`src/rtl/rgbw_pkg.sv`:
```
// Shared constants, state encoding and timing helpers for the RGBW serial chain.
package rgbw_pkg;

  localparam int unsigned DEF_DATA_SIZE   = 32;
  localparam int unsigned DEF_T0H         = 2;
  localparam int unsigned DEF_T1H         = 4;
  localparam int unsigned DEF_T0L         = 6;
  localparam int unsigned DEF_T1L         = 4;
  localparam int unsigned DEF_STR_RST     = 20;
  localparam int unsigned DEF_COUNTER_MAX = 7800;

  // Decoder state encoding
  localparam logic [1:0] ST_WAIT_RST = 2'd0;
  localparam logic [1:0] ST_IDLE     = 2'd1;
  localparam logic [1:0] ST_HIGH     = 2'd2;
  localparam logic [1:0] ST_LOW      = 2'd3;

  // Midpoint between nominal 0 and 1 high widths, rounded up
  function automatic int unsigned thresh(input int unsigned t0h, input int unsigned t1h);
    return (t0h + t1h + 1) / 2;
  endfunction

  // Longest high pulse still accepted as a data bit
  function automatic int unsigned hmax(input int unsigned t1h);
    return 2 * t1h;
  endfunction

endpackage

```
`src/rtl/sync_2ff.sv`:
```
// Generic two-flop synchronizer with configurable reset value.
module sync_2ff #(
  parameter logic RST_VAL = 1'b0
) (
  input  logic clk,
  input  logic rst,
  input  logic d,
  output logic q
);

  logic meta;

  // Two-stage capture of the asynchronous input
  always_ff @(posedge clk or posedge rst) begin
    if (rst) begin
      meta <= RST_VAL;
      q    <= RST_VAL;
    end else begin
      meta <= d;
      q    <= meta;
    end
  end

endmodule

```
`src/rtl/rgbw_sig_decode.sv`:
```
// Single-wire RGBW receiver: classifies high pulses by width, assembles
// MSB-first words, writes them to a FIFO and flags strip-reset frame gaps.
module rgbw_sig_decode
  import rgbw_pkg::*;
#(
  parameter int unsigned DATA_SIZE    = DEF_DATA_SIZE,
  parameter int unsigned RGBW_T0H     = DEF_T0H,
  parameter int unsigned RGBW_T1H     = DEF_T1H,
  parameter int unsigned RGBW_STR_RST = DEF_STR_RST,
  parameter int unsigned COUNTER_MAX  = DEF_COUNTER_MAX
) (
  input  logic                 clk,
  input  logic                 rst,
  input  logic                 in_sig,
  input  logic                 in_wr_fifo_full,
  output logic                 out_wr_fifo_en,
  output logic [DATA_SIZE-1:0] out_wr_fifo_data,
  output logic                 out_frame_done,
  output logic                 out_err_overflow,
  output logic                 out_err_pulse
);

  localparam int unsigned THRESH = thresh(RGBW_T0H, RGBW_T1H);
  localparam int unsigned HMAX   = hmax(RGBW_T1H);
  localparam int unsigned CW     = $clog2(COUNTER_MAX + 1);
  localparam int unsigned BW     = $clog2(DATA_SIZE + 1);

  localparam logic [CW-1:0] THRESH_C  = CW'(THRESH);
  localparam logic [CW-1:0] HMAX_C    = CW'(HMAX);
  localparam logic [CW-1:0] STR_RST_C = CW'(RGBW_STR_RST);
  localparam logic [CW-1:0] CNT_MAX_C = CW'(COUNTER_MAX);
  localparam logic [BW-1:0] LAST_BIT  = BW'(DATA_SIZE - 1);

  logic                 s;
  logic                 s_d;
  logic [CW-1:0]        cnt;
  logic [CW-1:0]        cnt_next_c;
  logic                 rise_c;
  logic                 fall_c;
  logic [1:0]           state;
  logic [1:0]           state_next;
  logic [DATA_SIZE-1:0] word;
  logic [BW-1:0]        bit_cnt;
  logic                 word_pend;
  logic                 seen_rise;
  logic                 shift_en_c;
  logic                 bit_c;
  logic                 clr_word_c;
  logic                 err_pulse_c;
  logic                 frame_done_c;

  sync_2ff #(
    .RST_VAL (1'b0)
  ) u_sync (
    .clk (clk),
    .rst (rst),
    .d   (in_sig),
    .q   (s)
  );

  assign rise_c = s & ~s_d;
  assign fall_c = ~s & s_d;

  // Run length of the current level including this sample, saturating
  always_comb begin
    cnt_next_c = cnt;
    if (s != s_d) begin
      cnt_next_c = CW'(1);
    end else if (cnt != CNT_MAX_C) begin
      cnt_next_c = cnt + CW'(1);
    end
  end

  // State register
  always_ff @(posedge clk or posedge rst) begin
    if (rst) begin
      state <= ST_WAIT_RST;
    end else begin
      state <= state_next;
    end
  end

  // Next-state and per-clock control decisions
  always_comb begin
    state_next   = state;
    shift_en_c   = 1'b0;
    bit_c        = 1'b0;
    clr_word_c   = 1'b0;
    err_pulse_c  = 1'b0;
    frame_done_c = 1'b0;
    case (state)
      ST_WAIT_RST: begin
        if (!s && (cnt_next_c >= STR_RST_C)) begin
          state_next = ST_IDLE;
        end
      end
      ST_IDLE: begin
        if (rise_c) begin
          state_next = ST_HIGH;
        end
      end
      ST_HIGH: begin
        if (s && (cnt_next_c > HMAX_C)) begin
          err_pulse_c = 1'b1;
          clr_word_c  = 1'b1;
          state_next  = ST_WAIT_RST;
        end else if (fall_c) begin
          shift_en_c = 1'b1;
          bit_c      = (cnt >= THRESH_C);
          state_next = ST_LOW;
        end
      end
      ST_LOW: begin
        if (rise_c) begin
          state_next = ST_HIGH;
        end else if (!s && (cnt_next_c == STR_RST_C)) begin
          clr_word_c   = 1'b1;
          frame_done_c = seen_rise;
          state_next   = ST_IDLE;
        end
      end
      default: begin
        state_next = ST_WAIT_RST;
      end
    endcase
  end

  // Line history and width counter
  always_ff @(posedge clk or posedge rst) begin
    if (rst) begin
      s_d <= 1'b0;
      cnt <= '0;
    end else begin
      s_d <= s;
      cnt <= cnt_next_c;
    end
  end

  // Word assembly; a completed word is handled on the clock after its last bit
  always_ff @(posedge clk or posedge rst) begin
    if (rst) begin
      word      <= '0;
      bit_cnt   <= '0;
      word_pend <= 1'b0;
    end else begin
      word_pend <= 1'b0;
      if (clr_word_c || word_pend) begin
        word    <= '0;
        bit_cnt <= '0;
      end else if (shift_en_c) begin
        word      <= {word[DATA_SIZE-2:0], bit_c};
        bit_cnt   <= bit_cnt + BW'(1);
        word_pend <= (bit_cnt == LAST_BIT);
      end
    end
  end

  // Tracks whether the current frame has carried any pulse
  always_ff @(posedge clk or posedge rst) begin
    if (rst) begin
      seen_rise <= 1'b0;
    end else if ((state == ST_WAIT_RST) || frame_done_c) begin
      seen_rise <= 1'b0;
    end else if (rise_c) begin
      seen_rise <= 1'b1;
    end
  end

  // FIFO write strobe, frame pulse and sticky error flags
  always_ff @(posedge clk or posedge rst) begin
    if (rst) begin
      out_wr_fifo_en   <= 1'b0;
      out_wr_fifo_data <= '0;
      out_frame_done   <= 1'b0;
      out_err_overflow <= 1'b0;
      out_err_pulse    <= 1'b0;
    end else begin
      out_wr_fifo_en <= 1'b0;
      out_frame_done <= frame_done_c;
      if (err_pulse_c) begin
        out_err_pulse <= 1'b1;
      end
      if (word_pend) begin
        if (!in_wr_fifo_full) begin
          out_wr_fifo_en   <= 1'b1;
          out_wr_fifo_data <= word;
        end else begin
          out_err_overflow <= 1'b1;
        end
      end
    end
  end

endmodule

```
`config.mk`:
```
export PLATFORM = sky130hd
export DESIGN_NAME = rgbw_sig_decode
export DESIGN_NICKNAME = d
export VERILOG_FILES = /design/src/rtl/rgbw_pkg.sv /design/src/rtl/sync_2ff.sv /design/src/rtl/rgbw_sig_decode.sv
export SDC_FILE = /design/constraint.sdc
export NUM_CORES = 1
export LEC_CHECK = 0
export ABC_AREA = 1
export BUFFER_PORTS_ARGS = -buffer_cell sky130_fd_sc_hd__buf_2
export CORE_ASPECT_RATIO = 1.75
export CORE_MARGIN = 5
export CORE_UTILIZATION = 62
export CTS_BUF_LIST = sky130_fd_sc_hd__clkbuf_4 sky130_fd_sc_hd__clkbuf_8
export DETAILED_ROUTE_END_ITERATION = 6
export GPL_ROUTABILITY_DRIVEN = 0
export PLACE_DENSITY = 0.8
export RECOVER_POWER = 50
export SYNTH_ARGS = -nofsm -noshare
export SYNTH_HDL_FRONTEND = slang
export SYNTH_SLANG_ARGS = --single-unit
```
`constraint.sdc`:
```
create_clock -name clk -period 3.6 [get_ports clk]
set_input_delay 0.54 -clock clk [delete_from_list [all_inputs] [get_ports clk]]
set_output_delay 0.54 -clock clk [all_outputs]
set_load 0.02 [all_outputs]
```
Yosys cells after proc, flatten, opt, wreduce, memory -nomap -nowiden:

Cells that the tools add are included.

* input port bits: 4
* register bits after elaboration: 94
* output and inout bits: 36

* magnitude comparators: 3
* add/subtract/negate cells: 2
* reductions and logical operators: 12
* equality and inequality tests: 11
* bitwise logic cells: 5
* multiplexer cells: 33

Operator list (count)
* two-way mux 32 bit: 2
* two-way mux 13 bit: 2
* two-way mux 1 bit: 19
* adder 13 x 1 -> 13 bit, second input constant: 1
* == test 13 x 5 -> 1 bit, second input constant: 1
* greater-or-equal comparator 13 x 2 -> 1 bit, second input constant: 1
* greater-or-equal comparator 13 x 5 -> 1 bit, second input constant: 1
* > comparator 13 x 4 -> 1 bit, second input constant: 1
* != test 13 bit, second input constant: 1
* two-way mux 2 bit: 6
* two-way mux 6 bit: 2
* case mux 2 bit (4 select lines): 1
* adder 6 x 1 -> 6 bit, second input constant: 1
* == test 6 x 5 -> 1 bit, second input constant: 1
* != test 3 bit, second input constant: 2
* == test 2 bit, second input constant: 2
* != test 2 bit, second input constant: 2
* AND reduction 2 bit: 2
* AND reduction 4 bit: 1
* nonzero test 2 bit: 2
* logical AND 1 bit: 3
* NOT 1 bit: 3
* bitwise AND 1 bit: 2
* == test 2 x 1 -> 1 bit, second input constant: 1
* 5 further kinds: 6

Logic depth before layout (Yosys ltp):

* word-level depth: 10
* mapped depth: 16
* gate-level depth less buffers: 16

Hierarchy:

Synthesis repeated with hierarchy kept, for this count alone.

* cells, all modules: 524
* area, all modules: 4590.7 µm²

By module, submodules not included
* rgbw_sig_decode: seq. area each 2302.2 µm², cells an instance 521, times used 1, area each 4536.9 µm²
* sync_2ff: seq. area each 50.0 µm², cells an instance 3, times used 1, area each 53.8 µm²

Worst setup path before layout:

Ideal clock, no wire load.

* path type: reg2reg
* start point: register u_sync.q
* end point: register word[17]
* clock period less this slack: 2144 ps
* path buffers: 2
* data required time: 3472 ps
* arrival time: 2017 ps
* setup time: 128 ps
* cell stages (with the launch flop): 14
* setup slack: 1456 ps
* path through: dfrtp_1 inv_1 ha_1 clkbuf_4 nand2_1 nor2_2 nand3_1 nor2_2 nand4_2 nor2_4 nor2_4 nand2_8 buf_12 nor2_4

* longest elaborated chain between the ends: 9
* elaborated cells on any way between the ends: 20
* those cells by class: 1 x order compare; 2 x eq/ne; 9 x mux; 3 x bitwise; 5 x reduce/logical

Ends and longest elaborated chain
* from (decl): line sync_2ff.sv:8 `output logic q`
* from (signal assigned): line sync_2ff.sv:20 `q <= meta;`
* branches (longest 9 deep; another with > comparator 13 x 4 -> 1 bit)
* to (signal assigned): line rgbw_sig_decode.sv:151 `word <= {word[DATA_SIZE-2:0], bit_c};`
* to (decl): line rgbw_sig_decode.sv:42 `logic [DATA_SIZE-1:0] word;`

Parallel ways; which one is timed is not known.
A chain may end at the register's enable or synchronous reset.

Worst setup path in the final report:

* start point: register u_sync.q
* end point: register word[27]

* longest elaborated chain between the ends: 9
* elaborated cells on any way between the ends: 20
* those cells by class: 1 x order compare; 2 x eq/ne; 9 x mux; 3 x bitwise; 5 x reduce/logical

Ends and longest elaborated chain
* != test 1 bit (*): line rgbw_sig_decode.sv:67 `if (s != s_d) begin`
* two-way mux 13 bit (*): line rgbw_sig_decode.sv:67
* named net cnt_next_c[4]: line rgbw_sig_decode.sv:37 `logic [CW-1:0] cnt_next_c;`
* branches (longest 7 deep; another with > comparator 13 x 4 -> 1 bit)

Mark *: on every way through the listed nets, which the timed path passes.

==> results.toml <==
[outcome]
status = "finished, violations left"
violations = "max-capacitance violations, max-slew violations"

[clock_network]
cts_setup_buffers = 0
htreeDepth = 3
insertion_delay_ps = 370
ctsHoldBuffers = 0
cts.clk_slew.worst_paths_ps = 80
root_buffer = "clkbuf_8"
cts_buffers = 9
cts_tree = "yes"
clock-sinks = 94
cts_buffer_depth = 2
post_cts_resized = 0

[hold_path]
hold_path.class = "input port to flip-flop"
hold_path_startpoint = "in_sig"

[logic_synthesis]
synth_edf_count = 0
synth_cell_types = 35
yosys_register_bits = 94
yosysTopAreaCell = "dfrtp_1"
synth_warnings = 0
synth_seq_area_share_pct = 51.28
ys_async_sr_fraction_pct = 100.0
syn_area_um2 = 4587
avgSynthCellArea_um2 = 8.770
netlist_instances = 523
yosys-top-cells-area = "dfrtp_1 51%, nand2_1 9.7%, o21ai_0 6.9%"
syn-num-nets = 532
netlist.area_leader.share_pct = 51.28
synth_ff_type = "dfrtp_1"

[critical_path]
cp.required_ps = 3840
arrival_ps = 2970
path_max_fanout = 36
timing.rr.start = "u_sync.q$_DFF_PP0_"
crit_start = "u_sync.q$_DFF_PP0_"
crit_path_end_kind = "flip-flop"
start_kind = "flip-flop"
path_class = "flip-flop to flip-flop"

[global_route]
track_usage_pct = 21.09
grt_pass1_wl_mm = 15.04
antenna_found_initial = 0
grt_pass1_vias = 3428
grt_max_degree = 68
grt_overflow = 0

[sta]
fmax_mhz = 366.2
period_minus_slack_ps = 2731
setup_tns_ps = 0
fin_skew_ps = 8.098
rsz0062_at_grt = "false"
layout_setup_ws_ps = 869.0
tightest_slew_ps = 2373
fin_crit_sh_pct = 75.86
slew_headroom_pct = -58.37
finalMaxSlewViolations = 68
holdWs_ps = 275.6
hold_viol_final = 0
setup_viol = 0

[pwr]
irDropWorstVdd_mv = 0.3549
power_density_nw_per_um2 = 389.2
p_leak_nw = 2.388
power_mw = 1.937

[floorplan]
die_y_um = 123.8
start_util_pct = 63.41
core_um2 = 7233
fp-row-count = 41
die_w_um = 75.02
die_area_um2 = 9286
io_pins = 40

[finish]
final_cells = 649
design_area_um2 = 4976
utilization_pct = 68.79
syn_to_final_growth_pct = 8.483
diodes = 0
nets = 567
layout-drive-gt1-share_pct = 17.76

[place]
pre_cts_slack_ps = 921.1
port-buffer-count = 39
place_area_um2 = 4806
dp_cells = 633
dp_hpwl_mm = 6.162

[routing]
dr_total_vias = 3395
ant_nets = 0
first_iter_violations = 165
drc_errors = 0
firstDrtPassIters = 4
route.final.wire_length_mm = 8.614
wl_per_cell_um = 13.27
vias_per_cell = 5.231

[job]
cap_violations = 1
[power breakdown]
group / internal [mW] / total [mW] / switching, mW
clock: 0.314 / 0.663 / 0.349
combinational: 0.0487 / 0.166 / 0.117
sequential: 1.08 / 1.11 / 0.0239
total: 1.45 / 1.94 / 0.490
[state kept, by name, summed over array words and instances (netlist names)]
register / flops
out_err_overflow: 1
out_err_pulse: 1
out_wr_fifo_data: 32
state: 2
word_pend: 1
out_wr_fifo_en: 1
u_sync.meta: 1
word: 32
s_d: 1
seen_rise: 1
bit_cnt: 6
u_sync.q: 1
cnt: 13
out_frame_done: 1
[synth_stat cells, types with 2 or more instances]
master / number
nor2_4: 27
xnor2_1: 2
nand3_1: 31
o21ai_0: 63
nand3_2: 3
buf_12: 2
dfrtp_1: 94
nand4_1: 13
inv_1: 75
o21ai_1: 2
nand2_2: 4
ha_1: 5
buf_2: 3
nor3_1: 3
nor4_1: 2
nor2_2: 13
clkbuf_1: 10
nand2_1: 119
buf_1: 2
xor2_1: 4
nor2_1: 27
a21oi_1: 6
[final cells by class]
type	instances	area [um2]
clock buffers	14	173.9
clock inverters	2	16.27
fillers	585	2257
inverters	77	289.0
multi-input cells	333	1831
flip-flops and latches	94	2352
well taps	86	107.6
repair buffers	43	206.4
[path summary, 6_finish.rpt]
kind | endpoint | slack (ps) | depth (start not counted)
setup / recovery | word[27]$_DFFE_PP0P_ | 870 | 11
hold / removal | u_sync.meta$_DFF_PP0_ | 280 | 1
setup reg to reg | word[27]$_DFFE_PP0P_ | 870 | 11
hold reg to reg | u_sync.q$_DFF_PP0_ | 360 | 0
max in group asynchronous | out_wr_fifo_data[11]$_DFFE_PP0P_ | 1160 | 3
min in group asynchronous | out_wr_fifo_data[23]$_DFFE_PP0P_ | 980 | 2
[metal layers]
metal,vias to the layer above,track usage (%),wire [um]
li1,1712,-,-
met4,0,8.018,170
met3,16,5.493,382
met1,1600,25.54,3450
met5,-,0,0
met2,67,35.43,4610
[worst max-delay path, stage by stage, from the launching register on]
cell	delay [ps]
dfrtp_1	520
inv_1	80
ha_1	580
nand2_1	100
nor2_1	190
inv_1	80
nor2_1	180
nand4_2	170
nor2_4	140
nor2_4	80
nand2_8	360
nor2_1	90
[cell families (layout without fill, tap and decap cells)]
family,Yosys count,after routing,share of synthesized area [%]
buffers and inverters,96,136,8.974
flip-flops,94,94,51.28
AO/OA/AOI/OAI,74,74,8.238
XOR/XNOR,6,6,1.146
AND/OR/NAND/NOR,248,248,29.00
adder cells (fa/ha/maj),5,5,1.364
[placed cells by master (no fill, tap or decap), types with 3 or more instances in the layout]
cell type  synthesis  layout
ha_1               5       5
nand2_1          119     119
nor2_2            13      13
dfrtp_1           94      94
nand3_1           31      31
clkbuf_8           0      11
buf_2              3      27
nor2_4            27      28
o21ai_0           63      63
nand2_2            4       4
nand3_2            3       3
clkbuf_1          10      13
nor2_1            27      26
inv_1             75      75
buf_4              0       3
nand4_1           13      13
nor3_1             3       3
xor2_1             4       4
clkbuf_4           1       3
a21oi_1            6       6
No activity file was read; power rests on OpenSTA's default activity.
